==> src/rtl/sprite_buffer_loader.sv <==
// Packs a raster-ordered 1-bit RGB pixel stream into three BUF_BITS-wide sprite bitmaps.
// Optional build macro SPRITE_LOADER_MIRROR_EN stores each row horizontally mirrored.
module sprite_buffer_loader #(
    parameter int BUF_BITS = 255,
    parameter int DIM_W    = 10
) (
    input  logic                 CLK,
    input  logic                 reset,
    input  logic                 start,
    input  logic [DIM_W-1:0]     largura,
    input  logic [DIM_W-1:0]     altura,
    input  logic                 pix_valid,
    output logic                 pix_ready,
    input  logic                 pix_r,
    input  logic                 pix_g,
    input  logic                 pix_b,
    output logic [0:BUF_BITS-1]  BUFFER_R,
    output logic [0:BUF_BITS-1]  BUFFER_G,
    output logic [0:BUF_BITS-1]  BUFFER_B,
    output logic                 busy,
    output logic                 done,
    output logic                 err
);

    localparam int PW = 2 * DIM_W;
    localparam int IW = $clog2(BUF_BITS);
    localparam logic [PW-1:0] CAP = PW'(BUF_BITS);

    typedef enum logic [1:0] {
        S_IDLE,
        S_LOAD,
        S_DONE
    } state_t;

    state_t              state_q, state_d;
    logic [0:BUF_BITS-1] buf_r_q, buf_r_d;
    logic [0:BUF_BITS-1] buf_g_q, buf_g_d;
    logic [0:BUF_BITS-1] buf_b_q, buf_b_d;
    logic [DIM_W-1:0]    lar_q, lar_d;
    logic [DIM_W-1:0]    x_q, x_d;
    logic [DIM_W-1:0]    y_q, y_d;
    logic [PW-1:0]       total_q, total_d;
    logic [PW-1:0]       idx_q, idx_d;
    logic [PW-1:0]       row_q, row_d;
    logic                err_q, err_d;

    logic [PW-1:0]       total_req;
    logic [PW-1:0]       wr_idx;
    logic [IW-1:0]       wr_bit;
    logic                xfer;

    always_comb begin
        state_d = state_q;
        buf_r_d = buf_r_q;
        buf_g_d = buf_g_q;
        buf_b_d = buf_b_q;
        lar_d   = lar_q;
        x_d     = x_q;
        y_d     = y_q;
        total_d = total_q;
        idx_d   = idx_q;
        row_d   = row_q;
        err_d   = err_q;

        pix_ready = (state_q == S_LOAD);
        busy      = (state_q == S_LOAD);
        done      = (state_q == S_DONE);
        xfer      = pix_ready && pix_valid;

        // Full-width product so oversize requests can never alias into range.
        total_req = {{DIM_W{1'b0}}, largura} * {{DIM_W{1'b0}}, altura};

`ifdef SPRITE_LOADER_MIRROR_EN
        wr_idx = row_q + {{DIM_W{1'b0}}, lar_q - DIM_W'(1) - x_q};
`else
        wr_idx = idx_q;
`endif
        wr_bit = wr_idx[IW-1:0];

        case (state_q)
            S_IDLE: begin
                if (start) begin
                    if (total_req == '0) begin
                        state_d = S_DONE;
                        err_d   = 1'b0;
                        buf_r_d = '0;
                        buf_g_d = '0;
                        buf_b_d = '0;
                    end else if (total_req > CAP) begin
                        err_d = 1'b1;
                    end else begin
                        state_d = S_LOAD;
                        err_d   = 1'b0;
                        lar_d   = largura;
                        total_d = total_req;
                        x_d     = '0;
                        y_d     = '0;
                        idx_d   = '0;
                        row_d   = '0;
                        buf_r_d = '0;
                        buf_g_d = '0;
                        buf_b_d = '0;
                    end
                end
            end
            S_LOAD: begin
                if (xfer) begin
                    if (wr_idx < total_q) begin
                        buf_r_d[wr_bit] = pix_r;
                        buf_g_d[wr_bit] = pix_g;
                        buf_b_d[wr_bit] = pix_b;
                    end
                    idx_d = idx_q + PW'(1);
                    if (x_q == lar_q - DIM_W'(1)) begin
                        x_d   = '0;
                        y_d   = y_q + DIM_W'(1);
                        row_d = row_q + {{DIM_W{1'b0}}, lar_q};
                    end else begin
                        x_d = x_q + DIM_W'(1);
                    end
                    if (idx_q == total_q - PW'(1)) begin
                        state_d = S_DONE;
                    end
                end
            end
            S_DONE: begin
                state_d = S_IDLE;
            end
            default: begin
                state_d = S_IDLE;
            end
        endcase
    end

    always_ff @(posedge CLK) begin
        if (reset) begin
            state_q <= S_IDLE;
            buf_r_q <= '0;
            buf_g_q <= '0;
            buf_b_q <= '0;
            lar_q   <= '0;
            x_q     <= '0;
            y_q     <= '0;
            total_q <= '0;
            idx_q   <= '0;
            row_q   <= '0;
            err_q   <= 1'b0;
        end else begin
            state_q <= state_d;
            buf_r_q <= buf_r_d;
            buf_g_q <= buf_g_d;
            buf_b_q <= buf_b_d;
            lar_q   <= lar_d;
            x_q     <= x_d;
            y_q     <= y_d;
            total_q <= total_d;
            idx_q   <= idx_d;
            row_q   <= row_d;
            err_q   <= err_d;
        end
    end

    assign BUFFER_R = buf_r_q;
    assign BUFFER_G = buf_g_q;
    assign BUFFER_B = buf_b_q;
    assign err      = err_q;

endmodule

==> config.mk <==
export PLATFORM = sky130hd
export DESIGN_NAME = sprite_buffer_loader
export DESIGN_NICKNAME = d
export VERILOG_FILES = /design/src/rtl/sprite_buffer_loader.sv
export SDC_FILE = /design/constraint.sdc
export NUM_CORES = 2
export LEC_CHECK = 0
export BUFFER_PORTS_ARGS = -buffer_cell sky130_fd_sc_hd__buf_4
export CAP_MARGIN = 40
export CORE_AREA = 2 2 313 315
export CTS_CLUSTER_SIZE = 12
export DETAILED_ROUTE_END_ITERATION = 7
export DIE_AREA = 0 0 315 317
export GPL_TIMING_DRIVEN = 0
export SYNTH_ARGS = -nofsm -noshare
export SYNTH_HDL_FRONTEND = slang
export SYNTH_SLANG_ARGS = --single-unit
==> constraint.sdc <==
create_clock -name CLK -period 16.9 [get_ports CLK]
set_input_delay 1.69 -clock CLK [delete_from_list [all_inputs] [get_ports CLK]]
set_output_delay 1.69 -clock CLK [all_outputs]
set_load 0.02 [all_outputs]
# After elaboration in Yosys (flattened, before gate mapping)
# Index checks and enable logic that the tools add are counted.
# totals
register_bits	808
input_bits	27
word_cells	67
output_inout_bits	769
# classes
reduce_logical	10
n_addsub	2
bitwise	3
magnitude_cmp	4
multipliers	1
eq_ne	10
muxes	30
# ops
operator	n
255-bit two-way mux	9
255-bit case mux with 2 select lines	3
255-bit bitwise mux	3
20-bit two-way mux	4
20-bit case mux with 2 select lines	1
20-bit by 1-bit adder with 20-bit output (second input constant)	1
20-bit equality test	1
20-bit by 8-bit greater-than comparator with 1-bit output (second input constant)	1
20-bit logical NOT	1
20-bit < comparator	1
10-bit by 10-bit multiplier with 20-bit output	1
20-bit by 1-bit subtractor with 20-bit output (second input constant)	1
2-bit two-way mux	5
5-bit AND reduction	2
9-bit greater-or-equal comparator (second input constant)	1
9-bit by 1-bit < comparator with 1-bit output (second input constant)	1
8-bit inverter with 9-bit output	1
1-bit demux with 8-bit select	1
4-bit AND reduction	2
2-bit by 1-bit inequality test with 1-bit output (second input constant)	3
2-bit inequality test (second input constant)	3
2-bit case mux with 2 select lines	1
1-bit two-way mux	3
3-bit inequality test (second input constant)	1
7 further kinds	9

# Logic depth before layout (Yosys ltp)
# depth
ltp_word	9
ltp_mapped	24
mapped_depth_nobuf	20

# Worst setup path after synthesis
# Ideal clock, no wire load.
# synth_path
path_type	input to register
start	in altura[9]
end	reg buf_r_q (netlist bit BUFFER_R[157])
arrival_time_ps	7319
cell_stages	20
setup_time_ps	132
required_ps	16768
path_slack_ps	9449
n_path_buf	3
path_cell_list	clkbuf_1 nand2_1 fa_1 fa_1 fa_1 fa_1 inv_1 fa_1 ha_1 a21oi_2 a21boi_2 xnor2_1 a2111oi_2 nand4_1 nor4_4 nand4_1 clkbuf_1 clkbuf_1 o211ai_1 a21oi_1
# synth_between
elab_chain_cells	5
word_cells_on_any_way	8
cone_classes	mul: 1; order compare: 1; eq/ne: 1; mux: 3; reduce/logical: 2
# synth_rtl
item	line_no	text
start: declaration	11	input logic [DIM_W-1:0] altura,
10-bit by 10-bit multiplier with 20-bit output *	71	total_req = {{DIM_W{1'b0}}, largura} * {{DIM_W{1'b0}}, altura};
branches (longest 4 deep; another with 20-bit by 8-bit greater-than comparator with 1-bit output)	--	
end signal: assignment	150	buf_r_q <= buf_r_d;
end: declaration	36	logic [0:BUF_BITS-1] buf_r_q, buf_r_d;
# Mark *: on every way between the ends. The select of a mux whose other input is x is not followed.
# A chain may end at the register's enable or synchronous reset.

# Worst setup path after layout
# layout_path
start	in largura[4]
end	reg buf_r_q (netlist bit BUFFER_R[238])
# layout_between
elab_chain_cells	5
word_cells_on_any_way	8
cone_classes	mul: 1; order compare: 1; eq/ne: 1; mux: 3; reduce/logical: 2
# layout_rtl
item	line_no	text
start: declaration	10	input logic [DIM_W-1:0] largura,
10-bit by 10-bit multiplier with 20-bit output *	71	
branches (longest 4 deep; another with 20-bit by 8-bit greater-than comparator with 1-bit output)	--	
# Marked as above.

==> reports/qor.txt <==
Total Routing Usage GR: 35.61%
Critical path required time: 17440 ps
Nets: 4790
Worst r2r path cells: 15
Syn_nets: 3810
Die W: 315 um
Yosys warns: 0
Clk slew on worst S/H paths: 60 ps
Final hold vios: 0
Tmin final: 8450 ps
Rel. slew slack: 31.17%
Vias in the first global route: 33360
Sequential Power Share: 40.6%
Row cnt: 114
RSZ-0062 raised after global routing: no
Final period utilization: 50.00%
CP most frequent cell: fa_1
Outcome: completed
Slew Viols, Final: 0
Reg2reg end: BUFFER_R[253]
Top Usage Layer GRT: met2
Reg2reg setup slack: 12200 ps
GP Congestion: 0.9366
CP Launch Type: primary input
Port bufs: 776
DR DRC count: 0
Post-synth top flop: dfxtp_1
WL per Instance: 31.14 um
Slew @ Worst Pin: 1028 ps
Most frequent cells after synthesis: dfxtp_1, a22o_1, clkbuf_1, a21oi_1, nand3_1
Post-CTS setup buffers: 0
Clock Skew: 45.05 ps
Worst hold endpoint: BUFFER_R[217]
Worst path top cell family by delay: adder cells
Fraction of final layout cells sized beyond drive strength 1: 22.69%
DR iter-0 viols: 4478
Max Fanout on Critical Path: 10
Setup tns final: 0 ps
Final setup viols: 0
Fill count: 9256
Worst skew pair latency: 710 ps
Max IR drop VDD: 0.08196 mV
Core ar.: 96280 um2
Post-synth EDFFs: 0
Avg Inst Size Synth: 9.569 um2
Hold-critical path depth: 1
P_leak: 18.86 nW
Starting density of the core: 36.19%
Area share of the largest cell type after synthesis: 46.43%
Power density cells: 100.7 nW/um2
HP Start: BUFFER_R[217]
Vias per std cell: 5.991
Initial antenna violation count: 3
Hold Buf Count CTS: 0
Switching share of power: 27.84%
Async S/R FF share, synth: 0%
Switching Power: 1.308 mW
Post-synthesis sequential area ratio: 46.43%
Synthesized area: 34840 um2
Syn Inst Count: 3641
Worst EP arrival: 8990 ps
Post-cts gate resize count: 0
Sink Count: 808
Yosys cell types: 58
Worst setup EP type: flip-flop
Detailed Place HPWL: 145700 um
Area grow syn2layout: 33.93%
CP max-delay cell: nand4_1
Die H: 317 um
H-tree lvl count: 3
Die ar.: 99860 um2
Iteration count of the initial detailed-routing pass: 6
Int Power: 3.389 mW
# IOs: 796
Combinational Power Share: 14.2%
DRT Wirelength: 185800 um
Clk pwr share: 45.2%
Fmax: 118.3 MHz
CTS tree: built
RR Startpoint: idx_q[0]
CTS Root Cell: clkbuf_16
Clk buf depth: 3
Via Count: 35750
Largest net degree at the start of global routing: 14
First-pass GRT wire length: 255800 um
Hold Path Class: reg2reg
CP Class: in2reg
CP cell instances: clkbuf_1, nand2_1, fa_1, fa_1, fa_1, fa_1, inv_1, fa_1, ha_1, a21oi_2, a21boi_2, xnor2_1, a2111oi_2, nand4_1, nor4_4, nand4_1, clkbuf_1, clkbuf_1, o211ai_1, a21oi_1
Max-cap violations: 0
Most frequent cell after synthesis: dfxtp_1
Slowest stage delay, CP: 710 ps
CTS Buf Count: 91
Largest area contributor in the synthesized netlist: dfxtp_1
M2 GR Usage: 56.66%
Buf/Inv on CP: 4
Total Power: 4.697 mW
GRT met3 Usage: 10.06%
ANT nets after route: 0
Overflow after GRT: 0
Largest cells by area after synthesis: dfxtp_1, a22o_1, o21bai_1
Met1 usage: 44.54%
Synth Register Bits: 808
[how the worst max path moves through the flow]
stage	cells after the start	slack, ps	startpoint	to
final	20	8450	largura[4]	BUFFER_R[238]
after global routing	20	8090	largura[4]	BUFFER_R[252]
after CTS	20	8510	largura[4]	BUFFER_R[236]
after detailed placement	20	7810	largura[4]	BUFFER_R[253]
after global placement	20	7880	largura[6]	BUFFER_R[223]
after floorplan	20	9450	altura[9]	BUFFER_R[157]
[worst reg2reg max path, delay by kind of cell, from the launching register on]
family                   cells  cell delay, ps
AO/OA/AOI/OAI                8            1780
adder cells (fa/ha/maj)      1             200
buffers and inverters        5            2040
flip-flops                   1             500
AND/OR/NAND/NOR              1             120
[layer usage]
metal  routed length, um  vias to the layer above
met1               71740                    17470
met5                  26                        -
met2               83780                     2198
met4                9826                        4
met3               20450                      422
li1                    -                    15650
[flip-flops by register name, summed over array words and instances, names as in the netlist]
register	cells
total_q	20
err	1
BUFFER_R	255
BUFFER_G	255
idx_q	20
BUFFER_B	255
state_q	2
[area by class of cell]
type / count / area (um2) / share of cell area [%]
multi-input combinational: 2371 / 16910 / 36.25
sequential: 808 / 16180 / 34.67
timing repair buffer: 887 / 7062 / 15.13
clock buffer: 128 / 2587 / 5.545
tap: 1276 / 1597 / 3.422
buffer: 374 / 1431 / 3.068
clock inverter: 34 / 561.8 / 1.204
inverter: 88 / 330.3 / 0.7079
antenna: 1 / 2.502 / 0.005363
[power groups by stage]
stage / combinational (mW) / sequential [mW] / clock (mW)
after global routing: 0.752 / 1.90 / 2.21
after CTS: 0.666 / 1.91 / 2.13
after global placement: 0.652 / 1.95 / 0
after detailed placement: 0.657 / 1.95 / 0
final: 0.668 / 1.91 / 2.12
after floorplan: 0.495 / 1.95 / 0
[cell families (layout without fill, tap and decap cells)]
kind of cell / after synthesis / in the layout / synth area share [%]
DFF: 808 / 808 / 46.43
buffers and inverters: 462 / 1511 / 5.057
other: 0 / 1 / 0
muxes: 7 / 7 / 0.2155
and+or+nand+nor: 707 / 707 / 9.513
adders and majority gates: 142 / 142 / 6.436
xor gates and xnor gates: 34 / 34 / 0.8547
AOI/OAI and AO/OA: 1481 / 1481 / 31.50
[placed cells by master, fill, tap and decap left out, types with 138 or more instances in the layout]
master and instances:
a31oi_1 203, clkbuf_1 347, o211ai_1 191, a22o_1 576, a21oi_1 239, buf_4 798, nor2_1 138, dfxtp_1 808
o21bai_1 193, nand2_1 201, nand3_1 217
[metrics by stage]
step                std cells  worst slack, ps  area [um2]  util [%]  hold WS, ps
detailed placement       5804             7811       43510     45.19        458.3
global placement         5693             7883       42260     43.89        456.8
floorplan                3641             9449       34840         -        445.0
CTS                      5966             8510       46660     48.46        475.8
global route             5966             8093       46660     48.46        485.9
finish                   5967             8450       46660     48.46        478.7
Note: power is estimated with default switching activity, not from simulation.
